### src/rtl/parity_rx.sv
// rtl/parity_rx.sv - serial-to-parallel frame receiver with parity check and error count
module parity_rx #(
   parameter int WIDTH = 8,
   parameter int ODD   = 0
) (
   input  logic             clock,
   input  logic             reset_n,
   input  logic             start,
   input  logic             bit_valid,
   input  logic             serialin,
   output logic [WIDTH-1:0] data_out,
   output logic             out_valid,
   input  logic             out_ready,
   output logic             parity_err,
   output logic [7:0]       err_count,
   output logic             busy
);

   localparam int CNT_W = $clog2(WIDTH);

   localparam logic [1:0] S_IDLE  = 2'd0;
   localparam logic [1:0] S_SHIFT = 2'd1;
   localparam logic [1:0] S_PAR   = 2'd2;
   localparam logic [1:0] S_HOLD  = 2'd3;

   localparam logic [CNT_W-1:0] LAST_BIT = CNT_W'(WIDTH - 1);
   localparam logic             ODD_BIT  = (ODD != 0);

   logic [1:0]       state_q,  state_d;
   logic [WIDTH-1:0] shreg_q,  shreg_d;
   logic [CNT_W-1:0] bitcnt_q, bitcnt_d;
   logic             xor_q,    xor_d;
   logic [WIDTH-1:0] data_q,   data_d;
   logic             valid_q,  valid_d;
   logic             perr_q,   perr_d;
   logic [7:0]       errcnt_q, errcnt_d;
   logic             par_mismatch;

   // The received parity bit is wrong when it differs from the running XOR, inverted for odd parity
   assign par_mismatch = (serialin != (xor_q ^ ODD_BIT));

   // Frame sequencing: start always wins over a data bit, and an unaccepted word is never overwritten
   always_comb begin
      state_d  = state_q;
      shreg_d  = shreg_q;
      bitcnt_d = bitcnt_q;
      xor_d    = xor_q;
      data_d   = data_q;
      valid_d  = valid_q;
      perr_d   = perr_q;
      errcnt_d = errcnt_q;
      case (state_q)
         S_IDLE: begin
            if (start) begin
               state_d  = S_SHIFT;
               shreg_d  = '0;
               bitcnt_d = '0;
               xor_d    = 1'b0;
            end
         end
         S_SHIFT: begin
            if (start) begin
               shreg_d  = '0;
               bitcnt_d = '0;
               xor_d    = 1'b0;
            end else if (bit_valid) begin
               shreg_d = {shreg_q[WIDTH-2:0], serialin};
               xor_d   = xor_q ^ serialin;
               if (bitcnt_q == LAST_BIT) begin
                  bitcnt_d = '0;
                  state_d  = S_PAR;
               end else begin
                  bitcnt_d = bitcnt_q + 1'b1;
               end
            end
         end
         S_PAR: begin
            if (start) begin
               state_d  = S_SHIFT;
               shreg_d  = '0;
               bitcnt_d = '0;
               xor_d    = 1'b0;
            end else if (bit_valid) begin
               data_d  = shreg_q;
               valid_d = 1'b1;
               perr_d  = par_mismatch;
               if (par_mismatch && (errcnt_q != 8'hFF)) begin
                  errcnt_d = errcnt_q + 8'd1;
               end
               state_d = S_HOLD;
            end
         end
         default: begin
            // HOLD: only an accept moves us on; a start without accept is dropped
            if (out_ready) begin
               valid_d = 1'b0;
               if (start) begin
                  state_d  = S_SHIFT;
                  shreg_d  = '0;
                  bitcnt_d = '0;
                  xor_d    = 1'b0;
               end else begin
                  state_d = S_IDLE;
               end
            end
         end
      endcase
   end

   // State and output registers with synchronous active-low reset
   always_ff @(posedge clock) begin
      if (!reset_n) begin
         state_q  <= S_IDLE;
         shreg_q  <= '0;
         bitcnt_q <= '0;
         xor_q    <= 1'b0;
         data_q   <= '0;
         valid_q  <= 1'b0;
         perr_q   <= 1'b0;
         errcnt_q <= 8'd0;
      end else begin
         state_q  <= state_d;
         shreg_q  <= shreg_d;
         bitcnt_q <= bitcnt_d;
         xor_q    <= xor_d;
         data_q   <= data_d;
         valid_q  <= valid_d;
         perr_q   <= perr_d;
         errcnt_q <= errcnt_d;
      end
   end

   assign data_out   = data_q;
   assign out_valid  = valid_q;
   assign parity_err = perr_q;
   assign err_count  = errcnt_q;
   assign busy       = (state_q != S_IDLE);

endmodule

### config.mk
export PLATFORM = sky130hd
export DESIGN_NAME = parity_rx
export DESIGN_NICKNAME = d
export VERILOG_FILES = /design/src/rtl/parity_rx.sv
export SDC_FILE = /design/constraint.sdc
export NUM_CORES = 1
export LEC_CHECK = 0
export ABC_AREA = 1
export CELL_PAD_IN_SITES_DETAIL_PLACEMENT = 0
export CELL_PAD_IN_SITES_GLOBAL_PLACEMENT = 2
export CORE_MARGIN = 1.5
export CORE_UTILIZATION = 26
export CTS_CLUSTER_SIZE = 40
export DETAILED_ROUTE_END_ITERATION = 7
export PLACE_DENSITY = 0.71
export SLEW_MARGIN = 20
export SYNTH_ARGS = -nofsm -noshare
export SYNTH_HDL_FRONTEND = slang
export SYNTH_SLANG_ARGS = --single-unit
### constraint.sdc
create_clock -name clock -period 1.1 [get_ports clock]
set_input_delay 0.22 -clock clock [delete_from_list [all_inputs] [get_ports clock]]
set_output_delay 0.22 -clock clock [all_outputs]
set_load 0.01 [all_outputs]
**After elaboration in Yosys (flattened, before gate mapping)**

Index checks and enable logic that the tools add are counted.

- Word-level logic and storage cells: 68
- Input bits: 6
- Register bits after elaboration: 32
- Output and inout port bits: 19

- Bitwise gates (word level): 3
- Eq/ne operators: 13
- Mux-type cells: 29
- Reduce and logical (&&, ||, !) cells: 13
- Add/subtract/negate cells: 2

Operators by type and width:

| kind | count |
|---|---|
| $mux 8 | 4 |
| $pmux 8 s2 | 1 |
| $mux 3 | 5 |
| $mux 2 | 7 |
| $ne 2x2->1 const B | 6 |
| $add 8x1->8 const B | 1 |
| $mux 1 | 8 |
| $ne 8x8->1 const B | 1 |
| $reduce_and 4->1 | 2 |
| $ne 3x3->1 const B | 2 |
| $pmux 2 s3 | 1 |
| $pmux 3 s2 | 1 |
| $reduce_and 6->1 | 1 |
| $pmux 1 s2 | 2 |
| $reduce_bool 2->1 | 2 |
| $reduce_bool 4->1 | 1 |
| $reduce_or 2->1 | 2 |
| $add 3x1->3 const B | 1 |
| $eq 3x3->1 const B | 1 |
| $reduce_and 3->1 | 1 |
| $reduce_bool 3->1 | 1 |
| $eq 2x1->1 const B | 1 |
| $eq 2x2->1 const B | 1 |
| $logic_not 2->1 | 1 |
| other kinds (5) | 6 |

**Depth between registers and ports, before layout**

Gate-level depths: netlist of run 1.

- Word-level depth: 5
- Depth in mapped cells: 8

**Worst setup path after synthesis of run 1**

OpenSTA, ideal clock, no wires.

- Kind: register to register
- Start: reg errcnt_q[1], in the netlist err_count[1]
- End: reg errcnt_q[5], in the netlist err_count[5]
- Library setup time: 0.070 ns
- Setup slack: -0.226 ns
- Cell stages (with the launch flop): 8
- Period minus slack after synthesis: 1.326 ns
- Path buffers: 0
- Arrival time: 1.256 ns
- Cell sequence: dfxtp_1 -> ha_1 -> nand3_1 -> inv_1 -> nand3_2 -> nand2_4 -> nand2_1 -> a21oi_1

- Cells in the longest elaborated chain, start to end: 3
- Elaborated cells between the ends (all ways): 4

Ends and longest elaborated chain:

| item | RTL line | RTL |
|---|---|---|
| from (decl) | 36 | `logic [7:0] errcnt_q, errcnt_d;` |
| from (signal assigned) | 129 | `errcnt_q <= errcnt_d;` |
| parallel branches: the longest is 3 deep, another holds $add 8x1->8 | - |  |

Parallel ways; which one is timed is not known.
A chain may end at the register's enable or synchronous reset.

**Worst setup path in the final report of run 1**

- Start: reg state_q[0]
- End: reg errcnt_q[0], in the netlist err_count[0]

- Cells in the longest elaborated chain, start to end: 2

Ends and longest elaborated chain:

| item | RTL line | RTL |
|---|---|---|
| from (decl) | 29 | `logic [1:0] state_q, state_d;` |
| from (signal assigned) | 122 | `state_q <= state_d;` |
| $eq 2x2->1 | 52 | `case (state_q)` |
| $reduce_and 4->1 (no source line) | - |  |

No other way between the ends.

==> results of run 1 <==
-- worst min-delay path, cell delays in order (launching register included) --
cell	delay (ns)
dfxtp_1	0.31
inv_1	0.06
a21oi_1	0.05
-- stage by stage --
step,hold WS [ns],worst slack [ns]
3_5_place_dp,0.460,-0.558
4_1_cts,0.472,-0.174
5_1_grt,0.495,-0.191
3_3_place_gp,0.461,-0.529
6_report,0.471,-0.139
2_1_floorplan,0.349,-0.0130
-- placed cells by master (no fill, tap or decap), drive strengths merged --
master	Yosys	routed
nand3	10	10
clkinv	0	1
xor2	1	1
nor2	67	67
clkdlybuf4s50	0	2
a21oi	11	11
o21ai	29	29
nand3b	2	2
nor3	2	2
dlygate4sd2	0	2
dlymetal6s2s	0	1
nand2	62	62
inv	20	20
ha	3	3
clkbuf	2	17
clkdlybuf4s15	0	2
buf	4	51
dfxtp	32	32
-- cells by family after synthesis --
kind of cell               Yosys count  share of synthesized area
and+or+nand+nor                    143                      0.387
xor gates and xnor gates             1                    0.00536
buffers and inverters               26                     0.0681
adders and majority gates            3                     0.0230
DFF                                 32                      0.392
AOI/OAI and AO/OA                   40                      0.125
-- state kept, by name, indices dropped and copies added, names as in the netlist --
signal      flops
data_out        8
out_valid       1
bitcnt_q        3
shreg_q         8
parity_err      1
state_q         2
xor_q           1
err_count       8
-- power breakdown --
group          internal (uW)  switching, uW
combinational            835            876
clock                    581            455
sequential              1320            148
-- per-layer routing --
| layer | vias to the layer above | track usage | wire length (um) |
|---|---|---|---|
| met5 | - | 0 | 0 |
| met4 | 0 | 0.0458 | 58 |
| met3 | 8 | 0.0297 | 139 |
| met2 | 24 | 0.213 | 1940 |
| met1 | 743 | 0.197 | 2200 |
| li1 | 915 | - | - |
-- worst max path at each step --
stage	from	endpoint	slack [ns]	cells past startpoint
4_1_cts	bit_valid	err_count[7]$_SDFFE_PN0P_	-0.17	8
5_1_grt	state_q[0]$_SDFFE_PN0P_	err_count[1]$_SDFFE_PN0P_	-0.19	7
3_5_place_dp	start	err_count[7]$_SDFFE_PN0P_	-0.56	8
3_3_place_gp	start	err_count[5]$_SDFFE_PN0P_	-0.53	8
2_1_floorplan	state_q[1]$_SDFFE_PN0P_	err_count[0]$_SDFFE_PN0P_	-0.01	7
6_report	state_q[0]$_SDFFE_PN0P_	err_count[0]$_SDFFE_PN0P_	-0.14	7
-- area by class of cell --
| class | instances | share of cell area |
|---|---|---|
| Multi-Input combinational cell | 187 | 0.424 |
| Sequential cell | 32 | 0.259 |
| Clock inverter | 1 | 0.00193 |
| Clock buffer | 7 | 0.0376 |
| Inverter | 20 | 0.0319 |
| Tap cell | 75 | 0.0362 |
| Timing Repair Buffer | 68 | 0.209 |
-- repair_timing --
action / in CTS / in global routing
endpoints found under the setup margin: 51 / 47
gates resized for setup: 90 / 41
setup buffers: 5 / 3
pin swaps: 4 / 16
==> results.py, run 1 <==
metrics = {
    "sta": {
        "fin_crit_ns": 1.24,
        "worstMarginPinSlew_ns": 0.269,
        "layout_setup_ws_ns": -0.139,
        "grt_setup_unrepaired": "true",
        "slew_headroom": 0.820,
        "slew_viol_final": 0,
        "final.setup.tns_ns": -1.92,
        "clock_skew_ns": 0.00680,
        "fmax_mhz": 807,
        "hold_violations": 0,
        "setup_viol": 27,
        "period_share": 1.13,
    },
    "cts": {
        "clk_pin_slew_ns": 0.07,
        "cts.sink_count": 32,
        "htreeDepth": 2,
        "clock_latency_ns": 0.29,
        "root_buffer": "clkbuf_8",
        "cts_buffer_depth": 2,
        "numCtsBuffers": 5,
        "cts_hold_buf": 0,
        "cts_tree": "built",
    },
    "outcome": {
        "violations": "negative setup slack",
        "status": "finished, violations left",
    },
    "logic_synthesis": {
        "synth.ff_latch_count": 32,
        "synthArstFlopShare": 0,
        "synth.avg_cell_area_um2": 6.67,
        "synth_cell_types": 24,
        "synth.top_cells.by_area": "dfxtp_1 39%, nor2_1 14%, nand2_1 13%",
        "synth-edff-count": 0,
        "syn_inst": 245,
        "synth_common_cells": "62 x nor2_1, 55 x nand2_1, 32 x dfxtp_1",
        "yosys_warnings": 0,
        "syn_area_um2": 1640,
        "synth_area_leader_cell": "dfxtp_1",
        "yosys.area.top_type_share": 0.392,
        "ys.flop_type": "dfxtp_1",
        "synth_fp_nets": 254,
        "synth_most_common_cell": "nor2_1",
        "synth-seq-area-share": 0.392,
    },
    "critical_path": {
        "cp_common_cell": "nor2_4",
        "r2r_start": "state_q[0]$_SDFFE_PN0P_",
        "worst-path-buf-inv": 1,
        "endpoint_kind": "flip-flop",
        "worst_path_largest_cell_delay_ns": 0.37,
        "path_cells": "buf_12 -> nor2_4 -> nand2_4 -> nor2_4 -> nand2_8 -> o21ai_2 -> nor2_1",
        "rr_endpoint": "err_count[0]$_SDFFE_PN0P_",
        "setup.worst_path.start_class": "flip-flop",
        "cp_slowest_cell": "dfxtp_4",
        "worst-setup-path-type": "flip-flop to flip-flop",
        "arrival_ns": 1.42,
        "critical_path_peak_fanout": 8,
        "critical_path.top_delay_family": "simple AND/OR/NAND/NOR gates",
        "crit_required_ns": 1.28,
        "rrSetupSlack_ns": -0.14,
        "r2r.worst_path.cells": 7,
    },
    "floorplanning": {
        "initial_utilization": 0.273,
        "fp-row-count": 28,
        "ios": 25,
        "die_w_um": 82.3,
        "core-area_um2": 5990,
        "die_h_um": 82.3,
        "die-area_um2": 6770,
    },
    "detailed_routing": {
        "avgRoutedWirePerCell_um": 11.1,
        "drc_errors": 0,
        "dr.pass1.iters": 5,
        "first_iter_violations": 57,
        "viasPerCell": 4.33,
        "ant_nets": 0,
        "finalWirelength_um": 4340,
        "vias": 1690,
    },
    "hold_path": {
        "hp-class": "flip-flop to flip-flop",
        "worstHoldPathCells": 2,
        "hp-start": "shreg_q[6]$_SDFFE_PN0P_",
        "whs_endpoint": "data_out[6]$_SDFFE_PN0P_",
    },
    "placement": {
        "io_buffer_count": 24,
        "dp_hpwl_um": 3100,
        "dp_cells": 375,
        "finalWeightedCongestion": 0.770,
        "placed_area_um2": 2310,
    },
    "pwr": {
        "leakagePower_uw": 0.00117,
        "p_per_area_nw_per_um2": 1630,
        "peakVddDrop_uv": 873,
        "power_uw": 4220,
    },
    "global_routing": {
        "grt_overflow": 0,
        "grt_pass1_vias": 1497,
        "grt_usage": 0.140,
        "grt_pass1_wl_um": 7210,
        "antenna_found_initial": 0,
        "grt_start_max_net_pins": 27,
    },
    "finish": {
        "fillers": 627,
        "syn_to_final_growth_pct": 58.5,
        "antenna_cells": 0,
        "fin_nets": 323,
        "drive_gt1_frac": 0.416,
        "seqCellArea_um2": 672,
        "fin_util": 0.433,
        "multiInputGateArea_um2": 1100,
        "final_area_um2": 2590,
        "instances_no_fill": 390,
    },
    "job": {
        "drv_cap": 0,
    },
}
No activity file was read; power rests on OpenSTA's default activity.
==> inputs of run 2 (changes only) <==
Settings changed: CORE_UTILIZATION 26 to 27, CTS_BUF_LIST set to sky130_fd_sc_hd__clkbuf_4 sky130_fd_sc_hd__clkbuf_8, PLACE_DENSITY 0.71 to 0.74.
==> run 2 against run 1 <==
Effect of this change: the run still ends with negative setup slack left; routed wire length decreased by 2.1%; worst setup slack improved by 0.0073 ns; cell area up 1.4%; global-route usage grew 0.29 points; critical path depth unchanged; worst hold slack gained 0.0038 ns; highest routed layer unchanged.
==> results.py, run 2 (synthesis results as in run 1) <==
metrics = {
    "global_routing": {
        "antenna_found_initial": 0,
        "grt_pass1_wl_um": 7130,
        "grt_pass1_vias": 1532,
        "grt_usage": 0.143,
        "grt_overflow": 0,
        "grt_start_max_net_pins": 26,
    },
    "placement": {
        "dp_hpwl_um": 3080,
        "dp_slack_ns": -0.516,
        "finalWeightedCongestion": 0.834,
        "placed_area_um2": 2340,
        "io_buffer_count": 24,
    },
    "hold_path": {
        "whs_endpoint": "parity_err$_SDFFE_PN0P_",
        "hp-start": "parity_err$_SDFFE_PN0P_",
        "worstHoldPathCells": 2,
        "hp-class": "flip-flop to flip-flop",
    },
    "critical_path": {
        "setup.worst_path.start_class": "flip-flop",
        "rr_endpoint": "shreg_q[4]$_SDFFE_PN0P_",
        "r2r.worst_path.cells": 7,
        "crit_required_ns": 1.28,
        "worst-setup-path-type": "flip-flop to flip-flop",
        "r2r_start": "state_q[1]$_SDFFE_PN0P_",
        "arrival_ns": 1.41,
        "endpoint_kind": "flip-flop",
        "rrSetupSlack_ns": -0.13,
        "critical_path_peak_fanout": 7,
    },
    "detailed_routing": {
        "viasPerCell": 4.38,
        "finalWirelength_um": 4250,
        "avgRoutedWirePerCell_um": 10.7,
        "vias": 1743,
        "first_iter_violations": 69,
        "ant_nets": 0,
        "drc_errors": 0,
        "dr.pass1.iters": 4,
    },
    "floorplanning": {
        "die_w_um": 80.8,
        "initial_utilization": 0.278,
        "die_h_um": 80.8,
        "fp-row-count": 28,
        "ios": 25,
        "core-area_um2": 5890,
        "die-area_um2": 6530,
    },
    "job": {
        "drv_cap": 0,
    },
    "finish": {
        "fin_nets": 331,
        "antenna_cells": 0,
        "final_common_cell": "nor2_1",
        "fillers": 631,
        "syn_to_final_growth_pct": 60.7,
        "final_area_um2": 2630,
        "multiInputGateArea_um2": 1060,
        "layout.cells.most_common_list": "61 x nor2_1, 54 x nand2_1, 38 x buf_4",
        "seqCellArea_um2": 668,
        "drive_gt1_frac": 0.427,
    },
    "sta": {
        "fmax_mhz": 812,
        "hold_violations": 0,
        "grt_setup_unrepaired": "true",
        "period_share": 1.12,
        "fin_crit_ns": 1.23,
        "clock_skew_ns": 0.00333,
        "setup_viol": 24,
        "layout_setup_ws_ns": -0.131,
        "slew_viol_final": 0,
        "slew_headroom": 0.834,
        "worstMarginPinSlew_ns": 0.250,
        "final.setup.tns_ns": -2.03,
    },
    "cts": {
        "clock_latency_ns": 0.28,
        "root_buffer": "clkbuf_8",
        "htreeDepth": 2,
        "clk_pin_slew_ns": 0.07,
        "numCtsBuffers": 5,
        "cts_tree": "built",
        "cts.sink_count": 32,
        "cts_buffer_depth": 2,
    },
    "pwr": {
        "peakVddDrop_uv": 1320,
        "p_comb_frac": 0.392,
        "leakagePower_uw": 0.00121,
        "p_per_area_nw_per_um2": 1630,
        "p_sw_frac": 0.336,
        "pwr-share-clk": 0.263,
        "intPower_uw": 2840,
        "power.switching_uw": 1440,
        "seqPwrFrac": 0.345,
        "power_uw": 4280,
    },
    "outcome": {
        "status": "finished, violations left",
        "violations": "negative setup slack",
    },
}
run 2: worst max-delay path by stage:
stage | startpoint | endpoint | slack, ns
floorplan | state_q[1]$_SDFFE_PN0P_ | err_count[0]$_SDFFE_PN0P_ | -0.01
global placement | bit_valid | err_count[7]$_SDFFE_PN0P_ | -0.50
detailed placement | start | err_count[6]$_SDFFE_PN0P_ | -0.52
CTS | state_q[0]$_SDFFE_PN0P_ | err_count[6]$_SDFFE_PN0P_ | -0.12
global route | err_count[0]$_SDFFE_PN0P_ | err_count[6]$_SDFFE_PN0P_ | -0.19
finish | state_q[1]$_SDFFE_PN0P_ | shreg_q[4]$_SDFFE_PN0P_ | -0.13
run 2: power groups by stage:
stage / clock network (uW) / logic, uW / registers, uW
finish: 1130 / 1680 / 1480
global route: 1240 / 1850 / 1500
detailed placement: 0 / 1360 / 1470
CTS: 1180 / 1630 / 1460
global placement: 0 / 1360 / 1470
floorplan: 0 / 746 / 1480
run 2: area by class of cell:
class	count	share of cell area
clock buffer	5	0.0262
tap	75	0.0357
sequential	32	0.254
inverter	20	0.0314
clock inverter	3	0.0162
timing repair buffer	76	0.234
multi-input combinational	187	0.403
run 2: what timing repair did:
action                     CTS  global route
gates resized for setup     91            37
buffers inserted             9             0
hold buffers                 0             0
pin swaps                   14             7
setup endpoints to repair   51            47
run 2: metrics by stage:
stage                     std cells  utilization  hold slack (ns)
after CTS                       398        0.446            0.478
after floorplan                 245            -            0.349
after detailed placement        381        0.398            0.468
after global routing            398        0.447            0.491
after global placement          381        0.398            0.462
final                           398        0.447            0.475
run 2: layer usage:
| metal | GRT usage | vias up | wire (um) |
|---|---|---|---|
| li1 | - | 928 | - |
| met1 | 0.183 | 784 | 2140 |
| met2 | 0.234 | 26 | 1890 |
| met3 | 0.0382 | 5 | 161 |
| met4 | 0.0466 | 0 | 53 |
| met5 | 0 | - | 0 |
run 2: critical path, stage by stage, from the launching register on:
cell	delay, ns
dfxtp_4	0.37
inv_6	0.08
nand2_4	0.06
o21ai_4	0.16
nand2_4	0.12
buf_6	0.16
o21ai_2	0.13
nor2_1	0.06
